### config.mk
export PLATFORM = sky130hd
export DESIGN_NAME = feature_stream_buf
export DESIGN_NICKNAME = d
export VERILOG_FILES = /design/src/rtl/feature_stream_buf.sv
export SDC_FILE = /design/constraint.sdc
export NUM_CORES = 1
export LEC_CHECK = 0
export CAP_MARGIN = 20
export CORE_UTILIZATION = 30
export DETAILED_ROUTE_END_ITERATION = 16
export GPL_TIMING_DRIVEN = 0
export PLACE_DENSITY = 0.52
export SYNTH_ARGS = -nofsm -noshare
export SYNTH_HDL_FRONTEND = slang
export SYNTH_SLANG_ARGS = --single-unit
### constraint.sdc
create_clock -name clk -period 3.19 [get_ports clk]
set_input_delay 0.638 -clock clk [delete_from_list [all_inputs] [get_ports clk]]
set_output_delay 0.638 -clock clk [all_outputs]
set_load 0.1 [all_outputs]
### src/rtl/feature_stream_buf.sv
// Frame-sequenced feature buffer: FIFO input stage, one output register with row/col/last tags.
// First word shows one edge after it is accepted; in_ready drops when the FIFO is full; hold freezes the output stage.

module feature_stream_fifo #(
    parameter int W     = 8,
    parameter int DEPTH = 16
) (
    input  logic         clk,
    input  logic         rst,
    input  logic         push,
    input  logic [W-1:0] push_data,
    input  logic         pop,
    output logic [W-1:0] pop_data,
    output logic         full,
    output logic         empty
);
    localparam int AW = $clog2(DEPTH);
    localparam int NW = $clog2(DEPTH + 1);

    logic [W-1:0]  mem [DEPTH];
    logic [AW-1:0] wr_ptr;
    logic [AW-1:0] rd_ptr;
    logic [NW-1:0] count;

    always_ff @(posedge clk) begin
        if (push) begin
            mem[wr_ptr] <= push_data;
        end
    end

    // DEPTH is a power of two, so the pointers wrap by natural overflow.
    always_ff @(posedge clk or negedge rst) begin
        if (!rst) begin
            wr_ptr <= '0;
            rd_ptr <= '0;
            count  <= '0;
        end else begin
            if (push) wr_ptr <= wr_ptr + 1'b1;
            if (pop)  rd_ptr <= rd_ptr + 1'b1;
            case ({push, pop})
                2'b10:   count <= count + 1'b1;
                2'b01:   count <= count - 1'b1;
                default: count <= count;
            endcase
        end
    end

    assign pop_data = mem[rd_ptr];
    assign full     = (count == NW'(DEPTH));
    assign empty    = (count == '0);
endmodule

module feature_stream_buf #(
    parameter int DATA_W     = 8,
    parameter int CHANNELS   = 1,
    parameter int DEPTH      = 16,
    parameter int FRAME_ROWS = 28,
    parameter int FRAME_COLS = 28,
    localparam int W  = CHANNELS * DATA_W,
    localparam int RW = (FRAME_ROWS > 1) ? $clog2(FRAME_ROWS) : 1,
    localparam int CW = (FRAME_COLS > 1) ? $clog2(FRAME_COLS) : 1
) (
    input  logic          clk,
    input  logic          rst,
    input  logic          start,
    input  logic          in_valid,
    input  logic [W-1:0]  in_data,
    output logic          in_ready,
    input  logic          hold,
    output logic          out_valid,
    output logic [W-1:0]  out_data,
    input  logic          out_ready,
    output logic [RW-1:0] out_row,
    output logic [CW-1:0] out_col,
    output logic          out_last,
    output logic          busy,
    output logic          done
);
    localparam int TOTAL = FRAME_ROWS * FRAME_COLS;
    localparam int NW    = $clog2(TOTAL + 1);

    typedef enum logic [1:0] {IDLE, STREAM, DRAIN, DONE} state_t;

    typedef struct packed {
        logic [RW-1:0] row;
        logic [CW-1:0] col;
    } pos_t;

    state_t        state;
    state_t        state_nxt;
    logic [NW-1:0] in_cnt;
    pos_t          pos;
    logic          fifo_full;
    logic          fifo_empty;
    logic [W-1:0]  fifo_data;
    logic          accept;
    logic          pop;
    logic          handshake;
    logic          frame_start;
    logic          last_in;
    logic          at_row_end;
    logic          at_last_row;

    assign in_ready    = (state == STREAM) && !fifo_full;
    assign accept      = in_valid && in_ready;
    assign handshake   = out_valid && out_ready && !hold;
    assign pop         = !hold && !fifo_empty && (!out_valid || out_ready);
    assign frame_start = start && ((state == IDLE) || (state == DONE));
    assign last_in     = accept && (in_cnt == NW'(TOTAL - 1));
    assign at_row_end  = (pos.col == CW'(FRAME_COLS - 1));
    assign at_last_row = (pos.row == RW'(FRAME_ROWS - 1));

    feature_stream_fifo #(
        .W     (W),
        .DEPTH (DEPTH)
    ) u_fifo (
        .clk       (clk),
        .rst       (rst),
        .push      (accept),
        .push_data (in_data),
        .pop       (pop),
        .pop_data  (fifo_data),
        .full      (fifo_full),
        .empty     (fifo_empty)
    );

    always_ff @(posedge clk or negedge rst) begin
        if (!rst) begin
            state <= IDLE;
        end else begin
            state <= state_nxt;
        end
    end

    always_comb begin
        state_nxt = state;
        case (state)
            IDLE:    if (start)                  state_nxt = STREAM;
            STREAM:  if (last_in)                state_nxt = DRAIN;
            DRAIN:   if (handshake && out_last)  state_nxt = DONE;
            DONE:    if (start)                  state_nxt = STREAM;
            default:                             state_nxt = IDLE;
        endcase
    end

    always_ff @(posedge clk or negedge rst) begin
        if (!rst) begin
            in_cnt <= '0;
        end else if (frame_start) begin
            in_cnt <= '0;
        end else if (accept) begin
            in_cnt <= in_cnt + 1'b1;
        end
    end

    always_ff @(posedge clk or negedge rst) begin
        if (!rst) begin
            out_valid <= 1'b0;
            out_data  <= '0;
        end else if (pop) begin
            out_valid <= 1'b1;
            out_data  <= fifo_data;
        end else if (handshake) begin
            out_valid <= 1'b0;
        end
    end

    // Tags follow the word held in the output register; the final handshake wraps them to 0,0.
    always_ff @(posedge clk or negedge rst) begin
        if (!rst) begin
            pos <= '0;
        end else if (frame_start) begin
            pos <= '0;
        end else if (handshake) begin
            if (at_row_end) begin
                pos.col <= '0;
                pos.row <= at_last_row ? '0 : pos.row + 1'b1;
            end else begin
                pos.col <= pos.col + 1'b1;
            end
        end
    end

    assign out_row  = pos.row;
    assign out_col  = pos.col;
    assign out_last = out_valid && at_last_row && at_row_end;
    assign busy     = (state == STREAM) || (state == DRAIN);
    assign done     = (state == DONE);
endmodule

==> impl_metrics.ini <==
[setup_path]
critical_path_buf_inv_count = 3
cpLargestDelayFamily = buffers and inverters
required_ns = 2.55
critPathLaunch = state[0]$_DFFE_PN0P_
timing.critical_path.to_type = output pin
rrSetupSlack_ns = 0.27
critical_path_cell_count = 4
crit_path_max_fanout = 5
critPathSlowestCell = sky130_fd_sc_hd__clkdlybuf4s50_1
critPathMaxStageDelay_ns = 1.14
worst_setup_path_start_kind = flop
most_common_cell_on_crit_path = sky130_fd_sc_hd__inv_1
cp_cell_sequence = inv_1 > ha_1 > inv_1 > clkdlybuf4s50_1
critical_path.reg2reg.endpoint = u_fifo.count[4]$_DFFE_PN0P_
reg2reg_depth = 12
rr_startpoint = u_fifo.count[2]$_DFFE_PN0P_
capture_point_of_the_worst_path = busy
worst_ep_arrival_time_ns = 2.44
critPathKind = reg2out

[sta]
final_hold_viol_count = 0
max_freq_ghz = 0.3251
final_cycle_share_pct = 96.43
timing.final.crit_period_ns = 3.076
finalHoldWorstSlack_ns = 0.05323
rsz_0062_raised_after_global_routing = false
final_max_slew_viol_count = 0
timing.max_slew.rel_slack_pct = 33.88
worst-slew-pin-transition_ns = 0.9887
final.setup_skew_ns = 0.01186
number_of_endpoints_failing_setup_at_the_final_stage = 0

[synth]
syn-mean-instance-area_um2 = 15.91
synth_top_area_share_pct = 52.87
post_synth_inst_count = 457
count_of_yosys_warnings_during_synthesis = 0
synth_edf_count = 128
syn_area_mm2 = 0.007271
seq_area_frac_synth_pct = 68.01
netlist-cell-type-count = 44
synth.ff_latch_count = 172
synth_ff_type = sky130_fd_sc_hd__edfxtp_1
synthesized_nets = 487
synth.area.top_cells = sky130_fd_sc_hd__edfxtp_1 53%, sky130_fd_sc_hd__dfrtp_1 15%, sky130_fd_sc_hd__mux4_2 9.9%, sky130_fd_sc_hd__ha_1 2.8%, sky130_fd_sc_hd__nand2_1 2.0%
post-synth-top-area-cell = sky130_fd_sc_hd__edfxtp_1
post_synth_arst_share_pct = 25.58

[clock_tree]
ctsLongestPathBuffers = 2
cts_root_buffer = sky130_fd_sc_hd__clkbuf_16
tritoncts = done
cts_hold_buffers = 0
cts.reportedPaths.clkPinSlew_ns = 0.07
cts_inserted_buffers = 17
cts-resized-gates = 2
post-cts-setup-buffers = 0
worstSkewPairLatency_ns = 0.43
cts_htree_levels = 4
cts_sinks = 172

[drt]
initialDrtViolationCount = 281
finalWirelength_um = 15510
dr.pass1.iters = 4
ant_nets = 0
drt_wl_cell_um = 18.36
vias = 3946
vias_per_cell = 4.670
post-route-drc-count = 0

[global_routing]
gr-usage-all-layers_pct = 13.46
grt_start_max_net_pins = 40
grt_pass1_wl_um = 24090
antenna_found_initial = 0
number_of_global_route_vias_before_repair = 4076
overflow = 0

[pwr]
leakagePower_nw = 3.062
total_internal_power_mw = 4.745
power_frac_comb_pct = 36.7
vdd_ir_drop_max_mv = 0.7493
power.share.sequential_pct = 37.0
post-layout-total-power_mw = 7.625
net_switching_fraction_of_the_power_pct = 37.76
clock_power_share_pct = 26.3
power.density_mw_per_mm2 = 885.6
p_sw_mw = 2.879

[cells_and_area]
layout.nets = 543
area_delta_synth_final_pct = 18.41
layout.cells.non_filler = 845
fraction_of_final_layout_cells_sized_beyond_drive_strength_1_pct = 17.30
antennaDiodeCount = 0

[outcome]
result_of_the_run = finished clean

[place]
routability_driven_placement_congestion_ratio = 0.7981
hpwl_um = 10360
number_of_port_buffers = 36
instance_count_after_placement_with_tap_cells_included = 813

[floorplan]
placeableCoreArea_mm2 = 0.02361
die_w_um = 157.7
initial_utilization_pct = 30.79
ioPinCount = 37
die_y_um = 157.7
dieArea_mm2 = 0.02486
fp-row-count = 56

[hold_path]
hold_class = in2async

[run]
max-cap-violations = 0
[cell families after synthesis]
| group | count (synthesis) | share of synthesized area [%] |
|---|---|---|
| multiplexers | 50 | 12.55 |
| adder cells (fa/ha/maj) | 16 | 2.753 |
| buffers and inverters | 32 | 2.117 |
| AND/OR/NAND/NOR | 112 | 7.813 |
| flip-flops | 172 | 68.01 |
| XOR/XNOR | 20 | 2.409 |
| AO/OA/AOI/OAI | 55 | 4.354 |
[cells in the mapped netlist (all sizes together) (3+ instances only)]
library cell,n
nand2,39
dfrtp,44
nand4,3
and2,17
ha,16
buf,14
and3,4
mux2,9
mux4,32
clkbuf,7
o21ai,26
xor2,10
nor3,4
inv,11
o31ai,3
edfxtp,128
nand3,11
mux2i,9
a21oi,15
xnor2,10
nor2,19
a211oi,3
[layer usage]
layer,vias up,GRT usage (%),share of wire (%),routed length (µm)
met2,60,21.17,49,7564
met5,-,0,0,0
li1,1847,-,-,-
met1,2035,18.48,47,7329
met4,0,3.190,0.44,68
met3,4,3.559,3.5,549
[worst reg2reg max path: cells and delay by family (launching register included)]
family / cells / cell delay, ns
and+or+nand+nor: 1 / 0.53
adders and majority gates: 2 / 0.42
DFF: 1 / 0.38
AOI/OAI and AO/OA: 4 / 0.73
buffers and inverters: 3 / 0.43
xor gates and xnor gates: 2 / 0.31
[registers in the layout, indices dropped and copies added, names as in the netlist]
name / flops
u_fifo.count: 5
out_data: 8
u_fifo.wr_ptr: 4
out_row: 5
u_fifo.mem: 128
out_valid: 1
out_col: 5
in_cnt: 10
u_fifo.rd_ptr: 4
state: 2
[worst min-delay path by stage]
stage                                         to  slack [ns]  cells past startpoint
floorplan                  in_cnt[0]$_DFFE_PN0P_        0.34                      0
global placement         out_data[5]$_DFFE_PN0P_        0.52                      2
detailed placement   u_fifo.count[2]$_DFFE_PN0P_        0.49                      1
CTS                 u_fifo.rd_ptr[2]$_DFFE_PN0P_        0.03                      1
global route        u_fifo.rd_ptr[2]$_DFFE_PN0P_        0.03                      1
finish              u_fifo.rd_ptr[2]$_DFFE_PN0P_        0.05                      1
[cells in the final DEF, fill, tap and decap left out, types with 4 or more instances in the layout]
cell type	count
sky130_fd_sc_hd__o21ai_0	25
sky130_fd_sc_hd__nand2_1	39
sky130_fd_sc_hd__ha_1	16
sky130_fd_sc_hd__clkbuf_1	8
sky130_fd_sc_hd__mux2i_1	9
sky130_fd_sc_hd__a21oi_1	15
sky130_fd_sc_hd__clkbuf_16	17
sky130_fd_sc_hd__inv_1	10
sky130_fd_sc_hd__xor2_1	10
sky130_fd_sc_hd__inv_6	4
sky130_fd_sc_hd__nand3_1	11
sky130_fd_sc_hd__mux4_2	32
sky130_fd_sc_hd__buf_2	10
sky130_fd_sc_hd__mux2_2	9
sky130_fd_sc_hd__clkdlybuf4s50_1	33
sky130_fd_sc_hd__dfrtp_1	44
sky130_fd_sc_hd__and2_1	17
sky130_fd_sc_hd__nor3_1	4
sky130_fd_sc_hd__edfxtp_1	128
sky130_fd_sc_hd__nor2_1	19
sky130_fd_sc_hd__xnor2_1	10
[power groups by stage]
stage | clock [mW] | combinational, mW | sequential [mW]
final | 2.00 | 2.80 | 2.82
after global routing | 2.14 | 3.02 | 2.85
after CTS | 2.04 | 2.84 | 2.82
after detailed placement | 0 | 2.84 | 2.87
after global placement | 0 | 2.81 | 2.86
after floorplan | 0 | 1.63 | 3.29
[per-stage QoR]
step / TNS [ns] / worst slack (ns) / cell area, µm² / utilization (%)
6_report: 0 / 0.1138 / 8610 / 36.46
5_1_grt: 0 / 0.0007225 / 8610 / 36.46
4_1_cts: 0 / 0.03338 / 8608 / 36.46
3_5_place_dp: -0.05824 / -0.05824 / 8045 / 34.07
3_3_place_gp: -0.07156 / -0.07156 / 8030 / 34.01
2_1_floorplan: 0 / 0.2034 / 7271 / -
[cell type report]
class	instances	area (µm²)
plain buffers	21	113.9
clock buffers	19	432.9
clock inverters	13	132.6
fillers	2257	15000
inverters	11	45.04
multi-input cells	253	2172
flip-flops and latches	172	4945
well taps	319	399.1
repair buffers	37	369.1
(Power assumes the default switching activity.)
